**src/rtl/key_event_if.sv**
```systemverilog
// Key event stream: valid/ready handshake carrying one key code per transfer.
interface key_event_if;
    logic       evt_valid;
    logic       evt_ready;
    logic [3:0] evt_code;
    logic       evt_repeat;

    modport master (output evt_valid, output evt_code, output evt_repeat, input evt_ready);
    modport slave  (input evt_valid, input evt_code, input evt_repeat, output evt_ready);
endinterface

```
**src/rtl/key_event_ctrl.sv**
```systemverilog
// Key event controller: press-edge detection, single-key auto-repeat tracker,
// per-key pending bits and a round-robin arbiter feeding a valid/ready output.
module key_event_ctrl #(
    parameter int TICK_CNT     = 999_999,
    parameter int REPEAT_DELAY = 25,
    parameter int REPEAT_RATE  = 5
) (
    input  logic        clk,
    input  logic        rstn,
    input  logic [15:0] key_lvl,
    key_event_if.master evt,
    output logic        drop_err
);
    localparam int NUM_KEYS = 16;
    localparam int TW       = (TICK_CNT > 0) ? $clog2(TICK_CNT + 1) : 1;
    localparam int HMAX     = (REPEAT_DELAY > REPEAT_RATE) ? REPEAT_DELAY : REPEAT_RATE;
    localparam int HW       = (HMAX > 0) ? $clog2(HMAX + 1) : 1;

    typedef enum logic [1:0] {T_IDLE, T_DELAY, T_RATE} trk_st_e;

    logic [TW-1:0]       tick_cnt_q, tick_cnt_d;
    logic                tick;
    logic [NUM_KEYS-1:0] key_prev_q, press;
    trk_st_e             trk_st_q, trk_st_d;
    logic [3:0]          trk_idx_q, trk_idx_d, low_idx;
    logic [HW-1:0]       hold_cnt_q, hold_cnt_d, hold_inc;
    logic                fire;
    logic [NUM_KEYS-1:0] pend_q, pend_d, rep_q, rep_d, set_v, gnt_v;
    logic [3:0]          ptr_q, ptr_d, gnt_idx, cand;
    logic                gnt_any, load;
    logic                valid_q, valid_d, repeat_q, repeat_d, drop_q, drop_d;
    logic [3:0]          code_q, code_d;

    // Free-running tick divider and key edge detection
    always_comb begin
        tick       = (tick_cnt_q == TW'(TICK_CNT));
        tick_cnt_d = tick ? '0 : tick_cnt_q + 1'b1;
        press      = key_lvl & ~key_prev_q;
    end

    // Hold tracker next state: a new press retargets, release idles, ticks advance
    always_comb begin
        trk_st_d   = trk_st_q;
        trk_idx_d  = trk_idx_q;
        hold_cnt_d = hold_cnt_q;
        hold_inc   = hold_cnt_q + 1'b1;
        fire       = 1'b0;
        low_idx    = '0;
        for (int i = NUM_KEYS - 1; i >= 0; i--)
            if (key_lvl[i]) low_idx = 4'(i);
        if (|press) begin
            trk_st_d   = T_DELAY;
            trk_idx_d  = low_idx;
            hold_cnt_d = '0;
        end else if (trk_st_q != T_IDLE) begin
            if (!key_lvl[trk_idx_q]) begin
                trk_st_d = T_IDLE;
            end else if (tick) begin
                hold_cnt_d = hold_inc;
                if (trk_st_q == T_DELAY && hold_inc == HW'(REPEAT_DELAY)) begin
                    fire       = 1'b1;
                    hold_cnt_d = '0;
                    trk_st_d   = T_RATE;
                end else if (trk_st_q == T_RATE && hold_inc == HW'(REPEAT_RATE)) begin
                    fire       = 1'b1;
                    hold_cnt_d = '0;
                end
            end
        end
    end

    // Round-robin pick, pending-bit update and output register next state
    always_comb begin
        set_v   = press | (fire ? (16'(1) << trk_idx_q) : '0);
        gnt_any = 1'b0;
        gnt_idx = '0;
        cand    = '0;
        for (int k = 1; k <= NUM_KEYS; k++) begin
            cand = ptr_q + 4'(k);
            if (!gnt_any && pend_q[cand]) begin
                gnt_any = 1'b1;
                gnt_idx = cand;
            end
        end
        load  = gnt_any && (!valid_q || evt.evt_ready);
        gnt_v = load ? (16'(1) << gnt_idx) : '0;

        // A set on a bit granted this cycle keeps the new event pending
        pend_d = (pend_q & ~gnt_v) | set_v;
        rep_d  = rep_q;
        for (int i = 0; i < NUM_KEYS; i++)
            if (set_v[i]) rep_d[i] = ~press[i];
        drop_d = drop_q | (|(set_v & pend_q & ~gnt_v));

        valid_d  = valid_q;
        code_d   = code_q;
        repeat_d = repeat_q;
        ptr_d    = ptr_q;
        if (load) begin
            valid_d  = 1'b1;
            code_d   = gnt_idx;
            repeat_d = rep_q[gnt_idx];
            ptr_d    = gnt_idx;
        end else if (valid_q && evt.evt_ready) begin
            valid_d  = 1'b0;
        end
    end

    // State registers
    always_ff @(posedge clk or negedge rstn) begin
        if (!rstn) begin
            tick_cnt_q <= '0;
            key_prev_q <= '0;
            trk_st_q   <= T_IDLE;
            trk_idx_q  <= '0;
            hold_cnt_q <= '0;
            pend_q     <= '0;
            rep_q      <= '0;
            ptr_q      <= 4'hF;
            valid_q    <= 1'b0;
            code_q     <= '0;
            repeat_q   <= 1'b0;
            drop_q     <= 1'b0;
        end else begin
            tick_cnt_q <= tick_cnt_d;
            key_prev_q <= key_lvl;
            trk_st_q   <= trk_st_d;
            trk_idx_q  <= trk_idx_d;
            hold_cnt_q <= hold_cnt_d;
            pend_q     <= pend_d;
            rep_q      <= rep_d;
            ptr_q      <= ptr_d;
            valid_q    <= valid_d;
            code_q     <= code_d;
            repeat_q   <= repeat_d;
            drop_q     <= drop_d;
        end
    end

    assign evt.evt_valid  = valid_q;
    assign evt.evt_code   = code_q;
    assign evt.evt_repeat = repeat_q;
    assign drop_err       = drop_q;
endmodule

```
**src/flat_wrapper.sv**
```systemverilog
// flat-port wrapper written by rule: the top's interface ports become plain ports
module key_event_ctrl_flat 
#(
    parameter int TICK_CNT     = 999_999,
    parameter int REPEAT_DELAY = 25,
    parameter int REPEAT_RATE  = 5
)
  (clk, rstn, key_lvl, drop_err, evt_evt_valid, evt_evt_code, evt_evt_repeat, evt_evt_ready);
  key_event_if evt_i ();
  input  logic clk;
  input  logic rstn;
  input  logic [15:0] key_lvl;
  output logic drop_err;
  output wire logic [$bits(evt_i.evt_valid)-1:0] evt_evt_valid;
  output wire logic [$bits(evt_i.evt_code)-1:0] evt_evt_code;
  output wire logic [$bits(evt_i.evt_repeat)-1:0] evt_evt_repeat;
  input wire logic [$bits(evt_i.evt_ready)-1:0] evt_evt_ready;
  assign evt_evt_valid = evt_i.evt_valid;
  assign evt_evt_code = evt_i.evt_code;
  assign evt_evt_repeat = evt_i.evt_repeat;
  assign evt_i.evt_ready = evt_evt_ready;
  key_event_ctrl #(.TICK_CNT(TICK_CNT), .REPEAT_DELAY(REPEAT_DELAY), .REPEAT_RATE(REPEAT_RATE)) u_core (.clk(clk), .rstn(rstn), .key_lvl(key_lvl), .evt(evt_i), .drop_err(drop_err));
endmodule
```
**config.mk**
```make
export PLATFORM = sky130hd
export DESIGN_NAME = key_event_ctrl_flat
export DESIGN_NICKNAME = d
export VERILOG_FILES = /design/src/rtl/key_event_if.sv /design/src/rtl/key_event_ctrl.sv /design/src/flat_wrapper.sv
export SDC_FILE = /design/constraint.sdc
export NUM_CORES = 1
export LEC_CHECK = 0
export ABC_CLOCK_PERIOD_IN_PS = 12510
export BUFFER_PORTS_ARGS = -buffer_cell sky130_fd_sc_hd__clkbuf_2
export CAP_MARGIN = 10
export CORE_AREA = 2 2 143 145
export CTS_CLUSTER_DIAMETER = 200
export CTS_CLUSTER_SIZE = 24
export DETAILED_ROUTE_END_ITERATION = 10
export DIE_AREA = 0 0 145 147
export MAX_ROUTING_LAYER = met4
export SYNTH_ARGS = -nofsm -noshare
export SYNTH_HDL_FRONTEND = slang
export SYNTH_SLANG_ARGS = --single-unit
```
**constraint.sdc**
```tcl
create_clock -name clk -period 12.51 [get_ports clk]
set_input_delay 1.8765 -clock clk [delete_from_list [all_inputs] [get_ports clk]]
set_output_delay 1.8765 -clock clk [all_outputs]
set_load 0.02 [all_outputs]
```
==> results.ini, run 1 <==
[power]
clkPwrFrac_pct=13.5
power_density_nw_per_um2=261
combPwrFrac_pct=63.1
p_int_mw=0.966
p_leak_nw=2.93
finalPower_mw=1.94
ir_drop_mv=0.109
switchingPower_mw=0.971
p_seq_share_pct=23.4
sw_frac_of_total_pct=50.1

[synth]
syn_area_um2=6770
yosys.area.top_type_share_pct=31.8
yosys-top-cells-area=dfrtp_1 (32%), mux4_2 (13%), mux2_2 (4.2%)
synth_top_area_cell=dfrtp_1
syn_nets=730
yosysSeqAreaShare_pct=33.3
netlist_instances=700
yosysUniqueCellTypes=77
avgSynthCellArea_um2=9.68
synthArstFlopShare_pct=100
ys.flop_type=dfrtp_1
synth_edf_count=0
ys_seq_elements=90
ys.warnings.count=0

[run_status]
outcome=finished clean

[placement]
port-buffer-count=25
gp_congestion=0.962
hpwl_um=13600

[drt]
routed_wl_um=18700
vias=5731
drt_first_pass_iters=5
wl_met1_um=8380
drt.antenna.violating_nets=0
drtIter0Drc=513
wire_per_inst_um=18.9
vias_per_cell=5.81
routed-wl-met3_um=924
highest_layer=met4
routed-wl-met2_um=8930
route.detailed.drc=0

[critical_path]
crit_fanout=34
endpoint_kind=register
slowest_delay_ps=1090
worstSetupPathType=register to register
path_cells=inv_1 -> ha_1 -> mux4_2 -> mux2i_1 -> nor2_1 -> nor3_1 -> o2111ai_1 -> nor3b_2 -> and4b_1 -> or3_1 -> o41ai_2 -> o22ai_1 -> nor4_1 -> nand4_1
cp_data_arrival_time_ps=6690
start_kind=register
critPathRequiredTime_ps=12720
crit_slowest_cell=dfstp_2

[final_layout]
fillerInstances=2023
seq_area_um2=2260
drive_gt1_share_pct=18.3
final_cell_mix=dfrtp_1 (86), nor2_1 (74), nand2_1 (65)
multiInputGateArea_um2=4310
diodes=0
final_common_cell=dfrtp_1
syn2layout_area_growth_pct=9.70
fin_nets=742

[cts]
cts.sinks=90
cts_resized=0
root_buffer=clkbuf_16
clkSlewWorstSetupHoldPaths_ps=60
insertion_delay_ps=340
h-tree-depth=3
cts_tree=done
post_cts_buffers=0
numCtsBuffers=9
cts_hold_buffers=0
clockBufferDepth=2

[sta]
setup_viol=0
max_freq_mhz=154
fin_skew_ps=8.46
rsz0062_at_grt=false
worstMarginPinSlew_ps=1190
min_period_ps=6480
fin_crit_sh_pct=51.8
finalSetupTns_ps=0
drv_slew=0
maxSlewHeadroom_pct=20.0
hold_viol=0

[floorplanning]
die_x_um=145
die_h_um=147
core_um2=19800
dieArea_um2=21300
initial_core_util_pct=34.1
io_pins=26
rows=52

[job]
max-cap-violations=0

[global_routing]
grt_max_degree=81
first_global_vias=5571
antenna_found_initial=0
grt_pass1_wl_um=30100
grt-ovfl-total=0
grt_use_total_pct=18.2

[worst_hold_path]
hp-class=register to register

## power groups by stage
| stage | clock network [mW] | registers, mW | logic (mW) |
|---|---|---|---|
| after floorplan | 0 | 0.380 | 0.975 |
| after global placement | 0 | 0.459 | 1.19 |
| after detailed placement | 0 | 0.458 | 1.19 |
| after CTS | 0.268 | 0.453 | 1.20 |
| after global routing | 0.281 | 0.465 | 1.30 |
| final | 0.261 | 0.454 | 1.22 |
## cells in the mapped netlist, types with 13 or more instances
master / instances
nand2_1: 65
nor2_1: 74
clkbuf_1: 16
xor2_1: 15
inv_1: 21
a21oi_1: 40
nor4_1: 13
mux2i_1: 23
o21ai_0: 16
mux2_2: 25
nand3_1: 28
dfrtp_1: 86
nor2b_1: 21
nor3_1: 17
mux4_2: 38
xnor2_1: 15
## through the flow
step / instance area [um2] / util (%) / worst slack [ps] / hold WS (ps) / instances
finish: 7430 / 37.4 / 6030 / 481 / 987
global route: 7430 / 37.4 / 5690 / 502 / 987
CTS: 7430 / 37.4 / 6130 / 488 / 987
detailed placement: 7140 / 36.0 / 6150 / 463 / 971
global placement: 7140 / 36.0 / 6350 / 460 / 971
floorplan: 6770 / - / 6900 / 439 / 700
## worst paths after layout
path | cells past startpoint | from | end | slack (ps)
min in group asynchronous | 1 | rstn | u_core.tick_cnt_q[19]$_DFF_PN0_ | 1350
max reg2reg | 14 | u_core.ptr_q[1]$_DFFE_PN1N_ | u_core.drop_err$_DFF_PN0_ | 6030
min | 2 | u_core.evt.evt_code[3]$_DFFE_PN0N_ | u_core.evt.evt_code[3]$_DFFE_PN0N_ | 480
max in group asynchronous | 2 | rstn | u_core.rep_q[12]$_DFFE_PN0P_ | 9930
max | 14 | u_core.ptr_q[1]$_DFFE_PN1N_ | u_core.drop_err$_DFF_PN0_ | 6030
min reg2reg | 2 | u_core.evt.evt_code[3]$_DFFE_PN0N_ | u_core.evt.evt_code[3]$_DFFE_PN0N_ | 480
## per-layer routing
metal / up-vias / GRT usage [%]
met5: - / -
met4: 0 / 5.45
met3: 32 / 2.76
met2: 203 / 29.0
met1: 2838 / 24.0
li1: 2658 / -
## cells by family (layout without fill, tap and decap cells)
family | Yosys count | in the layout | share of synthesized area, %
AO/OA/AOI/OAI | 145 | 145 | 14.7
multiplexers | 94 | 94 | 21.8
adder cells (fa/ha/maj) | 11 | 11 | 2.03
buffers and inverters | 51 | 68 | 3.23
XOR/XNOR | 30 | 30 | 3.88
AND/OR/NAND/NOR | 279 | 279 | 21.1
flip-flops | 90 | 90 | 33.3
## sequential cells by signal, summed over array words and instances, names as in the netlist
signal / count
u_core.trk_idx_q: 4
u_core.key_prev_q: 16
u_core.tick_cnt_q: 20
u_core.trk_st_q: 2
u_core.drop_err: 1
u_core.hold_cnt_q: 5
u_core.evt.evt_repeat: 1
u_core.ptr_q: 4
u_core.rep_q: 16
u_core.evt.evt_valid: 1
u_core.evt.evt_code: 4
u_core.pend_q: 16
## layout make-up
class	count	share of cell area, %
Multi-Input combinational cell	559	58.0
Sequential cell	90	30.4
Tap cell	270	4.55
Clock buffer	11	3.40
Timing Repair Buffer	27	1.92
Inverter	25	1.26
Clock inverter	5	0.505
## critical path: cells and delay by family (launching register included)
kind	cells	cell delay, ps
flip-flops	1	1090
AND/OR/NAND/NOR	7	2420
multiplexers	2	740
adder cells (fa/ha/maj)	1	950
AO/OA/AOI/OAI	3	770
buffers and inverters	1	350
Power figures use the tool's default switching activity.
==> run 2, diff against run 1 <==
--- a/config.mk
+++ b/config.mk
@@ -5,7 +5,7 @@
 export SDC_FILE = /design/constraint.sdc
 export NUM_CORES = 1
 export LEC_CHECK = 0
-export ABC_CLOCK_PERIOD_IN_PS = 12510
+export ABC_CLOCK_PERIOD_IN_PS = 5250
 export BUFFER_PORTS_ARGS = -buffer_cell sky130_fd_sc_hd__clkbuf_2
 export CAP_MARGIN = 10
 export CORE_AREA = 2 2 143 145
==> constraint.sdc (replaced) <==
create_clock -name clk -period 5.25 [get_ports clk]
set_input_delay 0.7875 -clock clk [delete_from_list [all_inputs] [get_ports clk]]
set_output_delay 0.7875 -clock clk [all_outputs]
set_load 0.02 [all_outputs]
==> results.ini, run 2 (same netlist as run 1, synthesis figures left out) <==
[run_status]
outcome=finished clean  ; unchanged

[sta]
timing.hold.ws_ps=432  ; was 481 ps
drv_slew=0  ; unchanged
min_period_ps=5030  ; was 6480 ps
fin_crit_sh_pct=95.8  ; was 51.8%
finalSetupTns_ps=0  ; unchanged
rsz0062_at_grt=false  ; unchanged
worstMarginPinSlew_ps=860  ; was 1190 ps
maxSlewHeadroom_pct=42.2  ; was 20.0%
fin_skew_ps=9.02  ; was 8.46 ps
hold_viol=0  ; unchanged
max_freq_mhz=199  ; was 154 MHz
setup_viol=0  ; unchanged

[drt]
route.detailed.drc=0  ; unchanged
vias_per_cell=5.73  ; was 5.81
drt.antenna.violating_nets=0  ; unchanged
drt_first_pass_iters=5  ; unchanged
drtIter0Drc=634  ; was 513
wire_per_inst_um=18.7  ; was 18.9 um
vias=5779  ; was 5731
routed_wl_um=18900  ; was 18700 um

[worst_hold_path]
hp-class=primary input to asynchronous set/reset pin  ; was register to register

[placement]
place_inst=993  ; was 971
gp_congestion=0.891  ; was 0.962
dpl_cell_area_um2=7310  ; was 7140 um2
hpwl_um=14000  ; was 13600 um
port-buffer-count=25  ; unchanged

[critical_path]
crit_start=u_core.ptr_q[1]$_DFFE_PN1N_  ; unchanged
start_kind=register  ; unchanged
critPathRequiredTime_ps=5450  ; was 12720 ps
cp_data_arrival_time_ps=5230  ; was 6690 ps
worstSetupPathType=register to register  ; unchanged
endpoint_kind=register  ; unchanged
crit_fanout=10  ; was 34
r2r-start=u_core.ptr_q[1]$_DFFE_PN1N_  ; unchanged

[cts]
post_cts_buffers=0  ; unchanged
h-tree-depth=3  ; unchanged
insertion_delay_ps=340  ; about the same
clkSlewWorstSetupHoldPaths_ps=60  ; about the same
root_buffer=clkbuf_16  ; unchanged
clockBufferDepth=2  ; unchanged
cts.sinks=90  ; unchanged
cts_hold_buffers=0  ; unchanged
numCtsBuffers=9  ; unchanged
cts_resized=0  ; unchanged
cts_tree=done  ; unchanged

[final_layout]
final_common_cell=dfrtp_1  ; unchanged
syn2layout_area_growth_pct=13.1  ; was 9.70%
layout.cells.non_filler=1008  ; was 987
final_core_util_pct=38.6  ; was 37.4%
drive_gt1_share_pct=21.1  ; was 18.3%
finish.instance_area_um2=7660  ; was 7430 um2
diodes=0  ; unchanged
top_register=u_core.tick_cnt_q  ; unchanged
final_cell_mix=dfrtp_1 (86), nor2_1 (74), nand2_1 (65)  ; unchanged
multiInputGateArea_um2=4340  ; was 4310 um2
largest_reg_flops=20  ; unchanged
fillerInstances=1969  ; was 2023
fin_nets=764  ; was 742
seq_area_um2=2260  ; unchanged

[floorplanning]
die_x_um=145  ; unchanged
io_pins=26  ; unchanged
initial_core_util_pct=34.1  ; unchanged
rows=52  ; unchanged
dieArea_um2=21300  ; unchanged
core_um2=19800  ; unchanged
die_h_um=147  ; unchanged

[global_routing]
antenna_found_initial=0  ; unchanged
grt_max_degree=50  ; was 81
grt_pass1_wl_um=30600  ; was 30100 um
grt_use_total_pct=18.4  ; was 18.2%
first_global_vias=5499  ; was 5571
grt-ovfl-total=0  ; unchanged

[job]
max-cap-violations=0  ; unchanged

[power]
power_density_nw_per_um2=640  ; was 261 nW/um2
p_leak_nw=3.07  ; was 2.93 nW
ir_drop_mv=0.305  ; was 0.109 mV

[run 2: metal layers]
| metal | vias to the layer above | routed length [um] | global-route usage, % |
|---|---|---|---|
| met4 | 0 | 463 | 5.54 |
| met5 | - | 0 | - |
| li1 | 2700 | - | - |
| met1 | 2836 | 8680 | 25.6 |
| met3 | 41 | 966 | 2.42 |
| met2 | 202 | 8750 | 28.1 |
[run 2: worst paths after layout]
| path | end | slack, ps | depth (start not counted) |
|---|---|---|---|
| worst max-delay path | u_core.drop_err$_DFF_PN0_ | 220 | 14 |
| worst min-delay path | u_core.tick_cnt_q[19]$_DFF_PN0_ | 430 | 1 |
| worst max register to register | u_core.drop_err$_DFF_PN0_ | 220 | 14 |
| worst min register to register | u_core.evt.evt_code[2]$_DFFE_PN0N_ | 470 | 2 |
| max in group asynchronous | u_core.rep_q[12]$_DFFE_PN0P_ | 3790 | 2 |
| min in group clk | u_core.evt.evt_code[2]$_DFFE_PN0N_ | 470 | 2 |
[run 2: through the flow]
stage          power (mW)  setup slack, ps
2_1_floorplan        3.25             7.25
4_1_cts              4.81              251
3_5_place_dp         4.10              278
5_1_grt              5.20             14.2
6_report             4.90              222
3_3_place_gp         4.12              296
[run 2: report_power, final]
part / internal [mW] / switching, mW / total (mW)
clock network: 0.428 / 0.259 / 0.687
logic: 1.31 / 1.93 / 3.24
registers: 0.790 / 0.185 / 0.974
[run 2: worst max-delay path, cell delays in order, from the launching register on]
cell and delay [ps]:
dfstp_2 530, inv_1 50, ha_1 490, buf_4 240, mux4_2 390, mux4_2 610, buf_4 210, nor3_1 450
a21oi_1 130, a22oi_1 290, o22ai_1 350, o41ai_1 530, o22ai_1 130, nor4_1 350, nand4_1 140
[run 2: cell type report]
class | count | area share, %
Clock buffer | 11 | 3.17
Timing Repair Buffer | 49 | 4.07
Multi-Input combinational cell | 559 | 56.7
Clock inverter | 4 | 0.996
Tap cell | 270 | 4.41
Inverter | 25 | 1.23
Sequential cell | 90 | 29.5
